[config.mk]
export PLATFORM = sky130hd
export DESIGN_NAME = rms_norm_seq
export DESIGN_NICKNAME = d
export VERILOG_FILES = /design/src/rtl/rms_norm_seq_pkg.sv /design/src/rtl/rms_norm_seq_sq_acc.sv /design/src/rtl/rms_norm_seq.sv
export SDC_FILE = /design/constraint.sdc
export NUM_CORES = 1
export LEC_CHECK = 0
export CAP_MARGIN = 10
export CORE_MARGIN = 2
export CORE_UTILIZATION = 60
export DETAILED_ROUTE_END_ITERATION = 10
export PLACE_DENSITY = 0.82
export REMOVE_ABC_BUFFERS = 1
export SYNTH_ARGS = -nofsm -noshare
export SYNTH_HDL_FRONTEND = slang
export SYNTH_SLANG_ARGS = --single-unit
[constraint.sdc]
create_clock -name clk -period 5.88 [get_ports clk]
set_clock_uncertainty 0.1 [all_clocks]
set_input_delay 1.176 -clock clk [delete_from_list [all_inputs] [get_ports clk]]
set_output_delay 1.176 -clock clk [all_outputs]
set_load 0.1 [all_outputs]
[src/rtl/rms_norm_seq_pkg.sv]
// Shared fixed-point definitions for the RMS-norm sequencer and its arithmetic neighbours.
package rms_norm_seq_pkg;

  localparam int N       = 22;
  localparam int Q       = 10;
  localparam int MAX_LEN = 64;
  localparam int LW      = $clog2(MAX_LEN + 1);

  typedef logic signed [N-1:0] fixed_t;

  localparam fixed_t FIX_MAX = fixed_t'({1'b0, {(N-1){1'b1}}});
  localparam fixed_t FIX_MIN = fixed_t'({1'b1, {(N-1){1'b0}}});
  localparam fixed_t FIX_ONE = fixed_t'(1 << Q);

  // Element count expressed as a Q-format value, used as the divider's divisor.
  function automatic fixed_t len_to_fix(input logic [LW-1:0] l);
    return fixed_t'({{(N-LW){1'b0}}, l} << Q);
  endfunction

endpackage

[src/rtl/rms_norm_seq_sq_acc.sv]
// Saturating square-and-accumulate: sum += (x*x)>>>Q, both stages clamp at FIX_MAX.
module rms_sq_acc
  import rms_norm_seq_pkg::*;
(
  input  logic   clk,
  input  logic   rst_n,
  input  logic   i_clear,
  input  logic   i_en,
  input  fixed_t i_data,
  output fixed_t o_sum,
  output logic   o_ovf
);

  logic signed [2*N-1:0] w_prod;
  logic signed [2*N-1:0] w_shift;
  logic                  w_sq_sat;
  logic [N-1:0]          w_sq;
  logic [N:0]            w_add;
  logic                  w_add_sat;
  fixed_t                w_next;
  fixed_t                r_sum;
  logic                  r_ovf;

  assign w_prod  = i_data * i_data;
  assign w_shift = w_prod >>> Q;

  // The square is never negative, so any bit at or above the sign position means saturation.
  assign w_sq_sat  = |w_shift[2*N-1:N-1];
  assign w_sq      = w_sq_sat ? FIX_MAX : w_shift[N-1:0];
  assign w_add     = {1'b0, r_sum} + {1'b0, w_sq};
  assign w_add_sat = w_add[N] | w_add[N-1];
  assign w_next    = w_add_sat ? FIX_MAX : fixed_t'(w_add[N-1:0]);

  always_ff @(posedge clk or negedge rst_n) begin
    if (!rst_n) begin
      r_sum <= '0;
      r_ovf <= 1'b0;
    end else if (i_clear) begin
      r_sum <= '0;
      r_ovf <= 1'b0;
    end else if (i_en) begin
      r_sum <= w_next;
      r_ovf <= r_ovf | w_sq_sat | w_add_sat;
    end
  end

  assign o_sum = r_sum;
  assign o_ovf = r_ovf;

endmodule

[src/rtl/rms_norm_seq.sv]
// RMS of a streamed Q-format vector; drives the shared divider and sqrt units over start/busy/done.
//   state      | meaning
//   S_IDLE     | waiting for start, result held
//   S_ACCUM    | accepting len elements into square-accumulator
//   S_DIV_REQ  | request divide once divider is idle
//   S_DIV_WAIT | waiting for quotient (mean)
//   S_SQRT_REQ | request sqrt once sqrt unit is idle
//   S_SQRT_WAIT| waiting for root
//   S_DONE     | one-cycle done pulse
module rms_norm_seq
  import rms_norm_seq_pkg::*;
(
  input  logic          clk,
  input  logic          rst_n,
  input  logic          start,
  input  logic [LW-1:0] len,
  input  logic          data_valid,
  input  fixed_t        data_in,
  output logic          data_ready,
  output logic          busy,
  output logic          done,
  output logic          overflow,
  output fixed_t        rms_q,
  output logic          div_start,
  output fixed_t        div_dividend,
  output fixed_t        div_divisor,
  input  logic          div_busy,
  input  logic          div_done,
  input  logic          div_overflow,
  input  fixed_t        div_q,
  output logic          sqrt_start,
  output fixed_t        sqrt_rad_q,
  input  logic          sqrt_busy,
  input  logic          sqrt_done,
  input  logic          sqrt_neg_rad,
  input  fixed_t        sqrt_root_q
);

  typedef enum logic [2:0] {
    S_IDLE, S_ACCUM, S_DIV_REQ, S_DIV_WAIT, S_SQRT_REQ, S_SQRT_WAIT, S_DONE
  } state_t;

  state_t        r_state, w_next_state;
  logic [LW-1:0] r_len, r_cnt;
  fixed_t        r_mean, r_rms, w_sum;
  logic          r_ovf, w_acc_ovf;
  logic          w_start_acc, w_accept, w_last;

  assign w_start_acc = start && (r_state == S_IDLE);
  assign w_accept    = data_valid && data_ready;
  assign w_last      = w_accept && (r_cnt == r_len - LW'(1));

  rms_sq_acc u_sq_acc (
    .clk     (clk),
    .rst_n   (rst_n),
    .i_clear (w_start_acc),
    .i_en    (w_accept),
    .i_data  (data_in),
    .o_sum   (w_sum),
    .o_ovf   (w_acc_ovf)
  );

  always_ff @(posedge clk or negedge rst_n) begin
    if (!rst_n) r_state <= S_IDLE;
    else        r_state <= w_next_state;
  end

  always_comb begin
    w_next_state = r_state;
    case (r_state)
      S_IDLE:      if (start) w_next_state = (len == '0) ? S_DONE : S_ACCUM;
      S_ACCUM:     if (w_last) w_next_state = S_DIV_REQ;
      S_DIV_REQ:   if (!div_busy) w_next_state = S_DIV_WAIT;
      S_DIV_WAIT:  if (div_done) w_next_state = S_SQRT_REQ;
      S_SQRT_REQ:  if (!sqrt_busy) w_next_state = S_SQRT_WAIT;
      S_SQRT_WAIT: if (sqrt_done) w_next_state = S_DONE;
      S_DONE:      w_next_state = S_IDLE;
      default:     w_next_state = S_IDLE;
    endcase
  end

  always_comb begin
    data_ready = (r_state == S_ACCUM);
    busy       = (r_state != S_IDLE);
    done       = (r_state == S_DONE);
    div_start  = (r_state == S_DIV_REQ) && !div_busy;
    sqrt_start = (r_state == S_SQRT_REQ) && !sqrt_busy;
  end

  always_ff @(posedge clk or negedge rst_n) begin
    if (!rst_n) begin
      r_len  <= '0;
      r_cnt  <= '0;
      r_mean <= '0;
      r_rms  <= '0;
      r_ovf  <= 1'b0;
    end else begin
      if (w_start_acc) begin
        r_len  <= len;
        r_cnt  <= '0;
        r_mean <= '0;
        r_rms  <= '0;
        r_ovf  <= 1'b0;
      end
      if (w_accept) r_cnt <= r_cnt + LW'(1);
      if (r_state == S_DIV_WAIT && div_done) begin
        r_mean <= div_q;
        r_ovf  <= r_ovf | div_overflow;
      end
      // A negative radicand is impossible for a mean of squares; treat it as a fault.
      if (r_state == S_SQRT_WAIT && sqrt_done) begin
        r_rms <= sqrt_neg_rad ? '0 : sqrt_root_q;
        if (sqrt_neg_rad) r_ovf <= 1'b1;
      end
    end
  end

  assign overflow     = r_ovf | w_acc_ovf;
  assign rms_q        = r_rms;
  assign div_dividend = w_sum;
  assign div_divisor  = len_to_fix(r_len);
  assign sqrt_rad_q   = r_mean;

endmodule

==> impl_metrics.tcl, run 1 <==
set metrics [dict create \
    fin_crit_sh 1.775 \
    violations "setup timing" \
    synth_fa_ha_area_frac 0.5261 \
    critPathKind "input pin to register" \
    highest_layer "met4" \
    detail-route-antenna-nets 0 \
    period_minus_slack_ns 10.44 \
    maxCapViolCount 0 \
    path_common_cell "buf_6" \
    layout-drive-gt1-share 0.2898 \
    ys_seq_area_frac 0.09956 \
    wl_met2_um 37950 \
    drt_iter0_drc 1692 \
    place_hpwl_um 51570 \
    slew_violations 0 \
    h-tree-depth 3 \
    die_w_um 192.7 \
    syn_inst 2349 \
    place_area_um2 26370 \
    die_y_um 192.7 \
    worst_slack_ns -4.559 \
    met3WireLength_um 6784 \
    cp-start-kind "input pin" \
    grt_setup_unrepaired "yes" \
    final_cells 3412 \
    cts_tree "yes" \
    start_util 0.6050 \
    tightest_slew_ns 1.252 \
    multi_input_area_um2 18220 \
    track_usage 0.3897 \
    synthSimpleGateAreaFrac 0.1281 \
    mostFrequentLayoutCells "inv_1, fa_1, buf_4, nand2_1, ha_1" \
    synth_top_family_by_area "adder cells" \
    dp_cells 3291 \
    cp-end-kind "register" \
    yosys.area_share.xor_xnor 0.03139 \
    hp-class "register to register" \
    grt_max_degree 86 \
    async_reset_ff_frac 1.000 \
    yosysWarnings 0 \
    place_congestion 0.9693 \
    nFillCells 1735 \
    syn_avg_cell_area_um2 9.095 \
    met1Wirelength_um 24590 \
    clkTransAtPathRegs_ns 0.07 \
    grt-ovfl-total 0 \
    dpl_worst_slack_ns -5.259 \
    via_per_inst 5.939 \
    synth_mux_area_frac 0.004568 \
    fin_util 0.8327 \
    cp.required_ns 6.01 \
    dieArea_um2 37130 \
    postRouteWirelength_um 76060 \
    num_rows 69 \
    slew_headroom 0.1621 \
    setup_viol 22 \
    hold_viol_final 0 \
    drcViolationCount 0 \
    slowest_stage "fa_2" \
    regArea_um2 2127 \
    clock.fmax_ghz 0.09579 \
    grt_pass1_wl_um 111300 \
    final_common_cell "inv_1" \
    ys.flop_type "dfrtp_1" \
    synth.distinct_cells 72 \
    cts_max_path_buffers 2 \
    final_area_um2 29400 \
    cpPeakStageDelay_ns 0.72 \
    arrival_ns 10.57 \
    ys_ff_latch 85 \
    status "complete, but fails checks" \
    synth_edf_count 0 \
    antenna_found_initial 0 \
    grt_pass1_vias 22038 \
    post_drt_wl_per_cell_um 22.29 \
    cts_buffers 9 \
    clk_latency_ns 0.35 \
    coreArea_um2 35310 \
    synth_area_um2 21360 \
    first_pass_iters 8 \
    area_delta_synth_final_pct 37.62 \
    numPortBuffers 161 \
    vias 20263 \
    crit_path_max_fanout 6 \
    cts.sinks 85 \
    io_pins 177 \
    cts_root_buf "clkbuf_16" \
    synth_compound_area_frac 0.08914 \
    nNetsFinal 3654 \
]
## critical path, delay by kind of cell
kind | cells | cell delay, ns
AO/OA/AOI/OAI | 10 | 1.87
adder cells (fa/ha/maj) | 9 | 4.14
buffers and inverters | 18 | 2.15
AND/OR/NAND/NOR | 8 | 1.21
## state kept, by name, summed over array words and instances (netlist names)
| name | count |
|---|---|
| r_cnt | 7 |
| r_len | 7 |
| r_ovf | 1 |
| r_state | 3 |
| rms_q | 22 |
| sqrt_rad_q | 22 |
| u_sq_acc.o_ovf | 1 |
| u_sq_acc.o_sum | 22 |
## cell usage after synthesis (4+ instances only)
master    count  area (um2)
nand2_1     287        1077
nand3_1      32       160.2
nor2_1       98       367.9
a211oi_1      4       30.03
o21bai_1     11       82.58
a31oi_1      17       106.4
and3_1       13       81.33
o211ai_1      4       30.03
xnor2_1      45       394.1
mux2i_1       6       60.06
xor2_1       29       254.0
buf_4        15       112.6
o31ai_1       6       45.04
nor3_1       15       75.07
a21o_1       29       217.7
fa_1        454        9089
nand4_1      15       93.84
o21a_1       13       97.59
o21ai_0      51       255.2
and4_1       10       87.58
nor2b_1       8       50.05
or3_1         5       31.28
and2_1       71       444.2
o311ai_0      4       35.03
nand3b_1      5       37.54
a41oi_1       4       35.03
nand2b_1     13       81.33
inv_1       570        2140
a22o_1       23       201.4
clkbuf_1     82       307.8
a21oi_1      84       420.4
nor4_1        7       43.79
a211o_1       5       43.79
dfrtp_1      85        2127
ha_1        172        2152
## logic make-up (layout without fill, tap and decap cells)
group	after synthesis	count (layout)
other	1	17
muxes	9	10
buffers and inverters	673	1258
and+or+nand+nor	592	592
adders and majority gates	626	626
xor gates and xnor gates	75	75
AOI/OAI and AO/OA	288	288
DFF	85	85
## final timing paths
| path | start | slack, ns | cells past startpoint | end |
|---|---|---|---|---|
| worst min-delay path | sqrt_rad_q[21] | 0.40 | 2 | sqrt_rad_q[21] |
| worst min register to register | sqrt_rad_q[21] | 0.40 | 2 | sqrt_rad_q[21] |
| worst max-delay path | data_in[18] | -4.56 | 45 | u_sq_acc.o_sum[2] |
| worst max register to register | r_state[0] | 2.51 | 7 | r_cnt[2] |
| min in group asynchronous | rst_n | 0.93 | 1 | sqrt_rad_q[9] |
| max in group asynchronous | rst_n | 4.04 | 1 | u_sq_acc.o_sum[0] |
## layer usage
metal,up-vias,GRT usage
li1,8340,-
met1,9994,0.4254
met2,1343,0.6876
met3,586,0.08783
met4,0,0.2396
met5,-,0
## area by class of cell
type,count,area share
Clock inverter,7,0.002426
Inverter,572,0.07379
Timing Repair Buffer,670,0.2045
Clock buffer,9,0.007660
Multi-Input combinational cell,1607,0.6196
Sequential cell,85,0.07234
Antenna cell,1,0.00008511
Tap cell,461,0.01962
## metrics by stage
stage / TNS (ns) / hold WS, ns
global placement: -109.47 / 0.3798
finish: -98.60 / 0.3951
detailed placement: -113.55 / 0.3841
global route: -102.22 / 0.4246
CTS: -88.48 / 0.4016
floorplan: -121.29 / 0.3766
## repair_timing
action / in CTS / in global routing
hold buffers: 0 / 0
cloned: 8 / 0
pin swaps: 163 / 95
gates resized for setup: 401 / 181
buffers inserted: 76 / 27
setup endpoints to repair: 22 / 22
Power of run 1 is not shown: default switching activity piles up to over one toggle a cycle in this logic, so the estimate is an artifact.
==> run 2, diff against run 1 <==
Settings changed: SKIP_CTS_REPAIR_TIMING set to 1.
Clock period 5.88 ns to 11.3 ns, I/O delays scaled along.
==> run 2 against run 1 <==
The flow still finishes with violations (setup timing). Critical path depth down 4. Final area down 3.2%. Hold slack better by 0.011 ns. Register-to-register slack better by 5.7 ns. Die area unchanged. First-iteration DRC count down 8.5%. Non-clock buffer count down 60. Largest cell class unchanged.
==> impl_metrics.tcl, run 2 (synthesis results as in run 1) <==
set metrics [dict create \
    holdPathStages 2 \
    tightest_slew_ns 1.170 \
    cts_root_buf "clkbuf_16" \
    drt_iter0_drc 1549 \
    cts_max_path_buffers 2 \
    layout-drive-gt1-share 0.2370 \
    die_w_um 192.7 \
    mostFrequentLayoutCells "inv_1, fa_1, buf_4, nand2_1, ha_1" \
    worst_r2r_path_depth 8 \
    grt-ovfl-total 0 \
    crit_path_max_fanout 8 \
    slowest_stage "fa_1" \
    grt_setup_unrepaired "yes" \
    dp_cells 3264 \
    status "complete, but fails checks" \
    detail-route-antenna-nets 0 \
    violations "setup timing" \
    postRouteWirelength_um 67870 \
    setup_viol 2 \
    final_cells 3351 \
    diodes 0 \
    fin_hold_ws_ns 0.4057 \
    area_delta_synth_final_pct 33.16 \
    clock.fmax_ghz 0.08835 \
    drcViolationCount 0 \
    cts_buffers 9 \
    slew_violations 0 \
    post_drt_wl_per_cell_um 20.25 \
    final_area_um2 28450 \
    io_pins 177 \
    die_y_um 192.7 \
    path_common_cell "fa_1" \
    hold_start "sqrt_rad_q[19]" \
    num_rows 69 \
    timing.rr.end "r_state[1]" \
    tns_ns -0.03424 \
    nNetsFinal 3594 \
    holdPathEnd "sqrt_rad_q[19]" \
    cp.required_ns 11.44 \
    vias 19043 \
    place_congestion 0.9812 \
    critPathKind "input pin to register" \
    grt_pass1_vias 19730 \
    coreArea_um2 35310 \
    slew_headroom 0.2173 \
    hold_viol_final 0 \
    cts_tree "yes" \
    grt_max_degree 86 \
    h-tree-depth 3 \
    place_hpwl_um 51110 \
    cts.sinks 85 \
    grt_pass1_wl_um 96140 \
    hp-class "register to register" \
    final_common_cell "inv_1" \
    cp-start-kind "input pin" \
    arrival_ns 11.46 \
    via_per_inst 5.683 \
    maxCapViolCount 0 \
    clkTransAtPathRegs_ns 0.06 \
    clk_latency_ns 0.34 \
    fin_crit_sh 1.002 \
    numPortBuffers 161 \
    antenna_found_initial 0 \
    place_area_um2 26200 \
    r2r-start "r_state[0]" \
    rrSetupSlack_ns 8.22 \
    dieArea_um2 37130 \
    worst_slack_ns -0.01830 \
    start_util 0.6050 \
    track_usage 0.3303 \
    period_minus_slack_ns 11.32 \
    cpPeakStageDelay_ns 0.55 \
    cp-end-kind "register" \
    first_pass_iters 6 \
]
## run 2: cell types whose count changed in the layout (fill, tap and decap cells not counted), moves of 10 or more
cell	change
and2_1	+11
and2_4	-11
buf_4	-38
buf_6	-31
buf_8	-10
dlymetal6s2s_1	+12
inv_1	+33
inv_2	-35
nand2_1	+33
nand2_2	-22
nand2_4	-11
## run 2: per-layer routing
| layer | up-vias | share of wire | global-route usage |
|---|---|---|---|
| li1 | 8248 | - | - |
| met1 | 9513 | 0.36 | 0.3945 |
| met2 | 954 | 0.51 | 0.5914 |
| met3 | 328 | 0.067 | 0.04746 |
| met4 | 0 | 0.063 | 0.1474 |
| met5 | - | 0 | 0 |
## run 2: through the flow
stage	setup WS, ns	util
6_report	-0.01830	0.8057
5_1_grt	-0.2637	0.8057
4_1_cts	-0.8418	0.7514
3_5_place_dp	-1.133	0.7421
3_3_place_gp	-0.9930	0.7421
2_1_floorplan	-1.352	-
## run 2: how the worst max path moves through the flow
stage	start	to	slack, ns	cells past startpoint
2_1_floorplan	data_in[21]	u_sq_acc.o_ovf	-1.35	29
3_3_place_gp	data_in[6]	u_sq_acc.o_sum[19]	-0.99	36
3_5_place_dp	data_in[6]	u_sq_acc.o_sum[7]	-1.13	34
4_1_cts	data_in[6]	u_sq_acc.o_sum[16]	-0.84	34
5_1_grt	data_in[21]	u_sq_acc.o_sum[20]	-0.26	41
6_report	data_in[21]	u_sq_acc.o_sum[20]	-0.02	41
## run 2: area by class of cell
cell class                 count  area (um2)
sequential                    85        2127
multi-input combinational   1607       17730
tap                          461       576.8
fill                        2016        6862
clock buffer                   9       225.2
timing repair buffer         610        5514
inverter                     572        2172
clock inverter                 7       103.9
## run 2: critical path, delay by kind of cell
family,cells,cell delay (ns)
AOI/OAI and AO/OA,10,1.95
xor gates and xnor gates,1,0.23
adders and majority gates,10,4.20
buffers and inverters,13,1.64
and+or+nand+nor,7,1.14
Power of run 2 is left out for the same reason.
